[config.mk]
export PLATFORM = sky130hd
export DESIGN_NAME = sap_core_param
export DESIGN_NICKNAME = d
export VERILOG_FILES = /design/src/rtl/sap_core_param.sv
export SDC_FILE = /design/constraint.sdc
export NUM_CORES = 1
export LEC_CHECK = 0
export CAP_MARGIN = 10
export CORE_MARGIN = 2
export CORE_UTILIZATION = 43
export DETAILED_ROUTE_END_ITERATION = 8
export PLACE_DENSITY_LB_ADDON = 0.1
export SLEW_MARGIN = 25
export SYNTH_ARGS = -nofsm -noshare
export SYNTH_HDL_FRONTEND = slang
export SYNTH_SLANG_ARGS = --single-unit
[constraint.sdc]
create_clock -name clk -period 5.45 [get_ports clk]
set_input_delay 1.09 -clock clk [delete_from_list [all_inputs] [get_ports clk]]
set_output_delay 1.09 -clock clk [all_outputs]
set_load 0.02 [all_outputs]
[src/rtl/sap_core_param.sv]
// sap_core_param: parametrised single-bus teaching CPU core with A/B registers, ALU with flags,
// PC, IR, MAR, program/data RAM and a fixed five-step micro-sequencer.
// DATA_W must be at least 4 + ADDR_W so that the opcode and operand fields do not overlap.
module sap_core_param #(
  parameter int unsigned DATA_W = 8,
  parameter int unsigned ADDR_W = 4
) (
  input  logic              clk,
  input  logic              rst,
  input  logic              step_en,
  input  logic              advance,
  input  logic              prog_we,
  input  logic [ADDR_W-1:0] prog_addr,
  input  logic [DATA_W-1:0] prog_data,
  output logic [DATA_W-1:0] out_data,
  output logic              out_valid,
  output logic              halted,
  output logic              zf,
  output logic              cf,
  output logic [DATA_W-1:0] bus_dbg,
  output logic [ADDR_W-1:0] pc_dbg
);

  localparam int unsigned Depth = 2 ** ADDR_W;
  localparam logic [ADDR_W-1:0] PcOne = {{(ADDR_W-1){1'b0}}, 1'b1};

  localparam logic [3:0] OpLda = 4'h1;
  localparam logic [3:0] OpAdd = 4'h2;
  localparam logic [3:0] OpSub = 4'h3;
  localparam logic [3:0] OpSta = 4'h4;
  localparam logic [3:0] OpLdi = 4'h5;
  localparam logic [3:0] OpJmp = 4'h6;
  localparam logic [3:0] OpJc  = 4'h7;
  localparam logic [3:0] OpJz  = 4'h8;
  localparam logic [3:0] OpOut = 4'hE;
  localparam logic [3:0] OpHlt = 4'hF;

  typedef enum logic [2:0] {StT0, StT1, StT2, StT3, StT4} step_e;

  step_e             step_q;
  logic [ADDR_W-1:0] pc_q, mar_q;
  logic [DATA_W-1:0] a_q, b_q, ir_q, out_data_q;
  logic              out_valid_q, halted_q, zf_q, cf_q;
  logic [DATA_W-1:0] mem_q [Depth];

  logic [3:0]        opcode;
  logic [ADDR_W-1:0] operand;
  logic [DATA_W-1:0] operand_ext, pc_ext, mem_rd;
  logic              adv, is_sub;
  logic [DATA_W-1:0] alu_b, alu_res;
  logic [DATA_W:0]   alu_sum;
  logic [DATA_W-1:0] bus;

  assign opcode      = ir_q[DATA_W-1 -: 4];
  assign operand     = ir_q[ADDR_W-1:0];
  assign operand_ext = {{(DATA_W-ADDR_W){1'b0}}, operand};
  assign pc_ext      = {{(DATA_W-ADDR_W){1'b0}}, pc_q};
  assign mem_rd      = mem_q[mar_q];

  // A micro-step is taken when running free or on an advance pulse; HLT freezes everything.
  assign adv = ~halted_q & (~step_en | advance);

  // SUB is A + ~B + 1, so the carry out doubles as "no borrow".
  assign is_sub  = (opcode == OpSub);
  assign alu_b   = is_sub ? ~b_q : b_q;
  assign alu_sum = {1'b0, a_q} + {1'b0, alu_b} + {{DATA_W{1'b0}}, is_sub};
  assign alu_res = alu_sum[DATA_W-1:0];

  // RAM: program load only under reset, STA writes only while running (reset aborts the store).
  always_ff @(posedge clk) begin
    if (rst) begin
      if (prog_we) begin
        mem_q[prog_addr] <= prog_data;
      end
    end else if (adv && step_q == StT3 && opcode == OpSta) begin
      mem_q[mar_q] <= a_q;
    end
  end

  // Micro-sequencer and datapath registers.
  always_ff @(posedge clk) begin
    if (rst) begin
      step_q      <= StT0;
      pc_q        <= '0;
      mar_q       <= '0;
      a_q         <= '0;
      b_q         <= '0;
      ir_q        <= '0;
      out_data_q  <= '0;
      out_valid_q <= 1'b0;
      halted_q    <= 1'b0;
      zf_q        <= 1'b0;
      cf_q        <= 1'b0;
    end else begin
      out_valid_q <= 1'b0;
      if (adv) begin
        unique case (step_q)
          StT0: begin
            mar_q  <= pc_q;
            step_q <= StT1;
          end
          StT1: begin
            ir_q   <= mem_rd;
            pc_q   <= pc_q + PcOne;
            step_q <= StT2;
          end
          StT2: begin
            step_q <= StT3;
            case (opcode)
              OpLda, OpAdd, OpSub, OpSta: mar_q <= operand;
              OpLdi: a_q <= operand_ext;
              OpJmp: pc_q <= operand;
              OpJc:  if (cf_q) pc_q <= operand;
              OpJz:  if (zf_q) pc_q <= operand;
              OpOut: begin
                out_data_q  <= a_q;
                out_valid_q <= 1'b1;
              end
              OpHlt: halted_q <= 1'b1;
              default: ;
            endcase
          end
          StT3: begin
            step_q <= StT4;
            case (opcode)
              OpLda:        a_q <= mem_rd;
              OpAdd, OpSub: b_q <= mem_rd;
              default: ;
            endcase
          end
          StT4: begin
            step_q <= StT0;
            if (opcode == OpAdd || opcode == OpSub) begin
              a_q  <= alu_res;
              cf_q <= alu_sum[DATA_W];
              zf_q <= (alu_res == '0);
            end
          end
          default: step_q <= StT0;
        endcase
      end
    end
  end

  // Bus source for the current micro-step; zero when no unit drives it.
  always_comb begin
    bus = '0;
    unique case (step_q)
      StT0: bus = pc_ext;
      StT1: bus = mem_rd;
      StT2: begin
        case (opcode)
          OpLda, OpAdd, OpSub, OpSta, OpLdi, OpJmp: bus = operand_ext;
          OpJc:  if (cf_q) bus = operand_ext;
          OpJz:  if (zf_q) bus = operand_ext;
          OpOut: bus = a_q;
          default: ;
        endcase
      end
      StT3: begin
        case (opcode)
          OpLda, OpAdd, OpSub: bus = mem_rd;
          OpSta: bus = a_q;
          default: ;
        endcase
      end
      StT4: begin
        if (opcode == OpAdd || opcode == OpSub) bus = alu_res;
      end
      default: ;
    endcase
  end

  assign out_data  = out_data_q;
  assign out_valid = out_valid_q;
  assign halted    = halted_q;
  assign zf        = zf_q;
  assign cf        = cf_q;
  assign bus_dbg   = bus;
  assign pc_dbg    = pc_q;

endmodule

==> metrics.txt, run 1 <==
count of buffers added by post-CTS timing repair for setup 0; horizontal extent of the die 140.5 microns; Vias per Instance 5.819; final worst clock skew 0.01110 ns; Die Outline Area 0.01975 sq mm; RSZ-0062 raised after global routing no; run status finished, final reports clean; clk sink count 179; Post-synth EDFFs 128; distinct cell type count after synthesis 59; WL final 19.59 mm; share of async-settable or async-resettable flops after synthesis 0%; final net count 657; data required time at the worst endpoint 4.36 ns; wire length of the first global-routing pass 30.62 mm; end point of the critical path bus_dbg[5]; sequential share of the synthesized area 60.69%; Crit. Startpoint ir_q[5]$_SDFFE_PP0P_; Worst Hold Class reg2reg; leading register cell type out of synthesis sky130_fd_sc_hd__edfxtp_1; period utilisation layout 90.77%; layout cells sized above 1 16.95%; Root Buffer sky130_fd_sc_hd__clkbuf_16; startpoint of the lowest-slack register-to-register path step_q[1]$_SDFFE_PP0P_; largest area contributor in the synthesized netlist sky130_fd_sc_hd__edfxtp_1; average instance area after synthesis 13.68 sq um; largest voltage drop on the vdd net 315.3 uV; largest net degree at the start of global routing 53; Reg clk slew, reported paths 0.07 ns; clock tree from TritonCTS yes; area delta synth->final 16.05%; Leak 3.046 nW; antenna violations before repair 0; placer's final routability congestion estimate 0.8924; number of buffers created by CTS 17; flop and latch count out of synthesis 179; largest stage delay on the critical path 0.55 ns; net switching share of the total power 24.27%; internal power of the cells 2.208 mW; total net switching power 0.7075 mW; minimum hold slack 0.4922 ns; arrival time of the worst setup path 3.86 ns; R2R Setup Slk 1.68 ns; CTS Buffer Depth 2; total number of vias 5074; Vert. Die Dim 140.5 microns; number of warning messages in the yosys log 0; CP Cell Sequence nor4bb_2 -> buf_4 -> xor2_1 -> ha_1 -> a31oi_1 -> nor2b_1 -> o41ai_1 -> xnor2_1 -> a222oi_1 -> inv_1 -> clkdlybuf4s50_1; max-slew headroom at the worst pin 43.91%; Logic pwr share 6.5%; number of buffer cells added on primary ports 40; pwr/cell area 313.5 mW/mm^2; Final Hold Vio Count 0; H-tree depth 4; nature of the critical path startpoint register; kind of critical path reg2out; Yosys top cell area share 47.96%; core utilization of the finished layout 51.25%; number of ports placed on the die boundary 41; total negative setup slack 0 ns; violation count after the first detailed-route iteration 471; Slew Viols, Final 0; cells on worst reg2reg path 6; starting utilization of the core area 44.17%; clock network fraction of design power 42.1%; Min Clock Period, post-route 4.947 ns; number of global-route vias before repair 5066; sum of net half-perimeters after detailed placement 13.52 mm; gate count of the mapped netlist 586; post-detailed-route wirelength per cell 22.46 microns; floorplan row count 49; post-detailed-route count of antenna-violating nets 0; capture instance of the worst register-to-register path mem_q[8][4]$_DFFE_PP_; total of endpoints with negative setup slack in the final report 0; number of remaining DRC errors 0; slew of the pin with the lowest slew margin 0.8413 ns; Detailed Routing Iterations Pass 1 7; total overflow reported by the global router 0; kind of end point of the critical path output port; top cells by area, synth sky130_fd_sc_hd__edfxtp_1 48%, sky130_fd_sc_hd__dfxtp_1 13%, sky130_fd_sc_hd__mux4_2 11%; GRT Overall Usage 20.90%; CTS-repair resized insts 0; antenna fix cells 0; post-synthesis net count 613; sequential power share 51.4%; cell area after synthesis 0.008015 sq mm; slowest CP cell sky130_fd_sc_hd__clkdlybuf4s50_1; Post-CTS Hold Buffers 0; Floorplan Core Area 0.01815 sq mm; worst-path maximum fanout 11; clock insertion delay at the later pin of the skew report 0.43 ns; Achievable Freq 0.2021 GHz; max capacitance violation total 0
critical path: cells and delay by family (launching register included):
kind            cells  cell delay (ns)
compound gates      3             0.95
xor+xnor            2             0.41
fa+ha+maj           1             0.29
buf+inv             3             0.86
flops               1             0.49
simple gates        2             0.41
registers in the layout, indices dropped and copies added, names as in the netlist, named ones only:
register / count
mar_q: 4
cf: 1
mem_q: 128
zf: 1
out_data: 8
step_q: 3
b_q: 8
halted: 1
pc_dbg: 4
ir_q: 8
a_q: 8
out_valid: 1
stage by stage:
step / total power [mW] / cell area (sq um) / setup WS, ns / cells
floorplan: 1.646 / 8015 / 1.676 / 586
global placement: 1.718 / 8707 / 1.015 / 840
detailed placement: 1.720 / 8707 / 0.9887 / 840
CTS: 2.931 / 9301 / 0.5008 / 872
global route: 3.014 / 9301 / 0.1680 / 872
finish: 2.916 / 9301 / 0.5028 / 872
how the worst min path moves through the flow:
stage	start	to	slack [ns]	cells past startpoint
after floorplan	mar_q[1]$_SDFFE_PP0P_	register	0.45	2
after global placement	out_data[5]$_SDFFE_PP0P_	out_data[5]$_SDFFE_PP0P_	0.48	2
after detailed placement	out_data[5]$_SDFFE_PP0P_	out_data[5]$_SDFFE_PP0P_	0.48	2
after CTS	mar_q[1]$_SDFFE_PP0P_	register	0.50	2
after global routing	out_data[1]$_SDFFE_PP0P_	out_data[1]$_SDFFE_PP0P_	0.55	2
final	out_data[5]$_SDFFE_PP0P_	out_data[5]$_SDFFE_PP0P_	0.49	2
logic make-up after synthesis:
| family | Yosys count | share of synthesized area [%] |
|---|---|---|
| compound gates | 97 | 8.133 |
| xor+xnor | 15 | 1.639 |
| fa+ha+maj | 10 | 1.655 |
| buf+inv | 43 | 2.357 |
| flops | 179 | 60.69 |
| mux | 77 | 15.99 |
| simple gates | 165 | 9.538 |
routing by layer:
metal  vias up  global-route usage [%]  share of wire, %
met1      2570                   27.18                43
met2       149                   35.81                51
met5         -                       0                 0
met4         0                   6.421               2.1
met3        24                   4.000               4.2
li1       2331                       -                 -
synth_stat cells (all sizes together), types with 2 or more instances:
library cell,n
clkbuf,16
mux2,8
xor2,9
nand3,8
ha,9
mux2i,29
or3,2
buf,17
nor2b,10
nand2,40
a221oi,3
nor2,71
o21ai,16
nand3b,4
mux4,40
nor3,8
xnor2,6
a22oi,8
a211oi,3
edfxtp,128
a21o,8
or2,4
inv,10
o21a,2
nor4,3
and2,4
a311oi,3
dfxtp,51
o21bai,2
o211ai,3
a31oi,4
a222oi,3
a21oi,28
nand2b,2
o31ai,2
o32a,4
placed cells by master (no fill, tap or decap), drive strengths merged, types with 6 or more instances in the layout:
master         count
edfxtp           128
nor2              71
dfxtp             51
nand2             40
mux4              40
clkdlybuf4s50     39
mux2i             29
a21oi             28
buf               19
clkbuf            18
o21ai             16
inv               16
nor2b             10
xor2               9
ha                 9
nor3               8
nand3              8
a22oi              8
a21o               8
mux2               8
xnor2              6
clkinv             6
power by group through the flow:
| stage | clock network, mW | logic, mW | registers, mW |
|---|---|---|---|
| floorplan | 0 | 0.134 | 1.51 |
| finish | 1.23 | 0.189 | 1.50 |
| detailed placement | 0 | 0.190 | 1.53 |
| CTS | 1.24 | 0.190 | 1.50 |
| global route | 1.31 | 0.206 | 1.50 |
| global placement | 0 | 0.189 | 1.53 |
cell type report:
class | instances | area (sq um)
repair buffers | 58 | 543.0
clock inverters | 14 | 165.2
well taps | 229 | 286.5
flip-flops and latches | 179 | 4866
multi-input cells | 364 | 2974
fillers | 1541 | 8846
clock buffers | 18 | 429.2
inverters | 10 | 37.54
Power figures use the tool's default switching activity.
==> run 2: changes to the inputs <==
Settings changed: CORE_UTILIZATION 43 to 30.
==> metrics.txt, run 2 (synthesis gave the netlist of run 1 again) <==
run status finished with violations; violated checks DRC; violation count after the first detailed-route iteration 480; total number of vias 5045; final net count 659; minimum hold slack 0.5013 ns; most used cells in the layout excluding fill and tap cells 128 x sky130_fd_sc_hd__edfxtp_1, 68 x sky130_fd_sc_hd__nor2_1, 50 x sky130_fd_sc_hd__dfxtp_1; Post-CTS Hold Buffers 0; worst-path maximum fanout 11; GRT Overall Usage 15.69%; total of endpoints with negative setup slack in the final report 0; post-route worst setup slack 0.4371 ns; floorplan row count 59; Root Buffer sky130_fd_sc_hd__clkbuf_16; largest net degree at the start of global routing 53; max capacitance violation total 0; final worst clock skew 0.02224 ns; cell area reported after detailed placement 0.008855 sq mm; placer's final routability congestion estimate 0.8471; total non-filler cell area in the finished layout 0.009468 sq mm; Biggest register mem_q; number of flip-flops under the largest register name 128; post-detailed-route wirelength per cell 21.79 microns; clock tree from TritonCTS yes; Die Outline Area 0.02804 sq mm; post-detailed-route count of antenna-violating nets 0; RSZ-0062 raised after global routing no; clock insertion delay at the later pin of the skew report 0.44 ns; sum of net half-perimeters after detailed placement 14.83 mm; Min Clock Period, post-route 5.013 ns; period utilisation layout 91.98%; Achievable Freq 0.1995 GHz; Floorplan Core Area 0.02613 sq mm; area delta synth->final 18.12%; non-filler instance count after layout 980; Slew Viols, Final 0; Worst Hold Class reg2reg; antenna violations before repair 0; Detailed Routing Iterations Pass 1 9; pwr/cell area 312.2 mW/mm^2; antenna fix cells 0; slew of the pin with the lowest slew margin 0.8301 ns; nature of the critical path startpoint register; number of ports placed on the die boundary 41; Reg clk slew, reported paths 0.08 ns; kind of end point of the critical path output port; max-slew headroom at the worst pin 44.66%; placement-stage worst setup slack 0.9108 ns; starting utilization of the core area 30.67%; count of buffers added by post-CTS timing repair for setup 0; Cell Count Post-Placement 948; CTS Buffer Depth 2; CTS-repair resized insts 0; number of remaining DRC errors 4; clk sink count 179; number of global-route vias before repair 5119; number of buffer cells added on primary ports 40; number of buffers created by CTS 17; total design power 2.956 mW; arrival time of the worst setup path 3.92 ns; horizontal extent of the die 167.5 microns; total negative setup slack 0 ns; WL final 21.36 mm; data required time at the worst endpoint 4.36 ns; Leak 3.065 nW; largest voltage drop on the vdd net 140.0 uV; H-tree depth 4; Filler cells 2504; layout cells sized above 1 17.36%; Vias per Instance 5.148; Final Hold Vio Count 0; kind of critical path reg2out; core utilization of the finished layout 36.23%; total overflow reported by the global router 0; wire length of the first global-routing pass 32.47 mm; Vert. Die Dim 167.5 microns; leading cell type in the layout, fill and taps excluded sky130_fd_sc_hd__edfxtp_1
==> run 2: cell count changes in the layout (fill, tap and decap cells not counted), sizes merged <==
cell,previous run,this run
clkbuf,18,17
clkinv,6,5
buf,19,21
inv,16,19
bufinv,1,0
==> run 2: area by class of cell <==
type	instances	area (sq um)	share of cell area, %
clock buffer	17	425.4	4.493
clock inverter	15	187.7	1.982
inverter	10	37.54	0.3965
multi-input combinational	364	2974	31.41
sequential	179	4866	51.39
tap	335	419.2	4.427
timing repair buffer	60	558.0	5.894
==> run 2: path summary, 6_finish.rpt <==
kind | startpoint | to | slack [ns] | cells past startpoint
min | out_data[1]$_SDFFE_PP0P_ | out_data[1]$_SDFFE_PP0P_ | 0.50 | 2
max | ir_q[5]$_SDFFE_PP0P_ | bus_dbg[5] | 0.44 | 11
min reg2reg | out_data[1]$_SDFFE_PP0P_ | out_data[1]$_SDFFE_PP0P_ | 0.50 | 2
max reg2reg | step_q[1]$_SDFFE_PP0P_ | mem_q[3][2]$_DFFE_PP_ | 1.77 | 6
==> run 2: power by group <==
part / internal (mW) / leakage, nW / switching [mW]
Clock: 0.631 / 0.295 / 0.633
Combinational: 0.0813 / 1.20 / 0.113
Sequential: 1.47 / 1.57 / 0.0248
Total: 2.19 / 3.07 / 0.771
==> run 2: worst max-delay path, stage by stage, from the launching register on <==
cell and delay, ns:
sky130_fd_sc_hd__dfxtp_1 0.50, sky130_fd_sc_hd__nor4bb_2 0.38, sky130_fd_sc_hd__buf_4 0.25, sky130_fd_sc_hd__xor2_1 0.25, sky130_fd_sc_hd__ha_1 0.29, sky130_fd_sc_hd__a31oi_1 0.18
sky130_fd_sc_hd__nor2b_1 0.09, sky130_fd_sc_hd__o41ai_1 0.37, sky130_fd_sc_hd__xnor2_1 0.18, sky130_fd_sc_hd__a222oi_1 0.37, sky130_fd_sc_hd__inv_1 0.09, sky130_fd_sc_hd__clkdlybuf4s50_1 0.55
==> run 2: layer usage <==
layer / GRT usage, % / vias to the layer above / wire length (microns)
met4: 5.255 / 0 / 333
li1: - / 2335 / -
met2: 25.71 / 115 / 10380
met1: 21.28 / 2567 / 10010
met3: 2.600 / 28 / 634
met5: 0 / - / 0
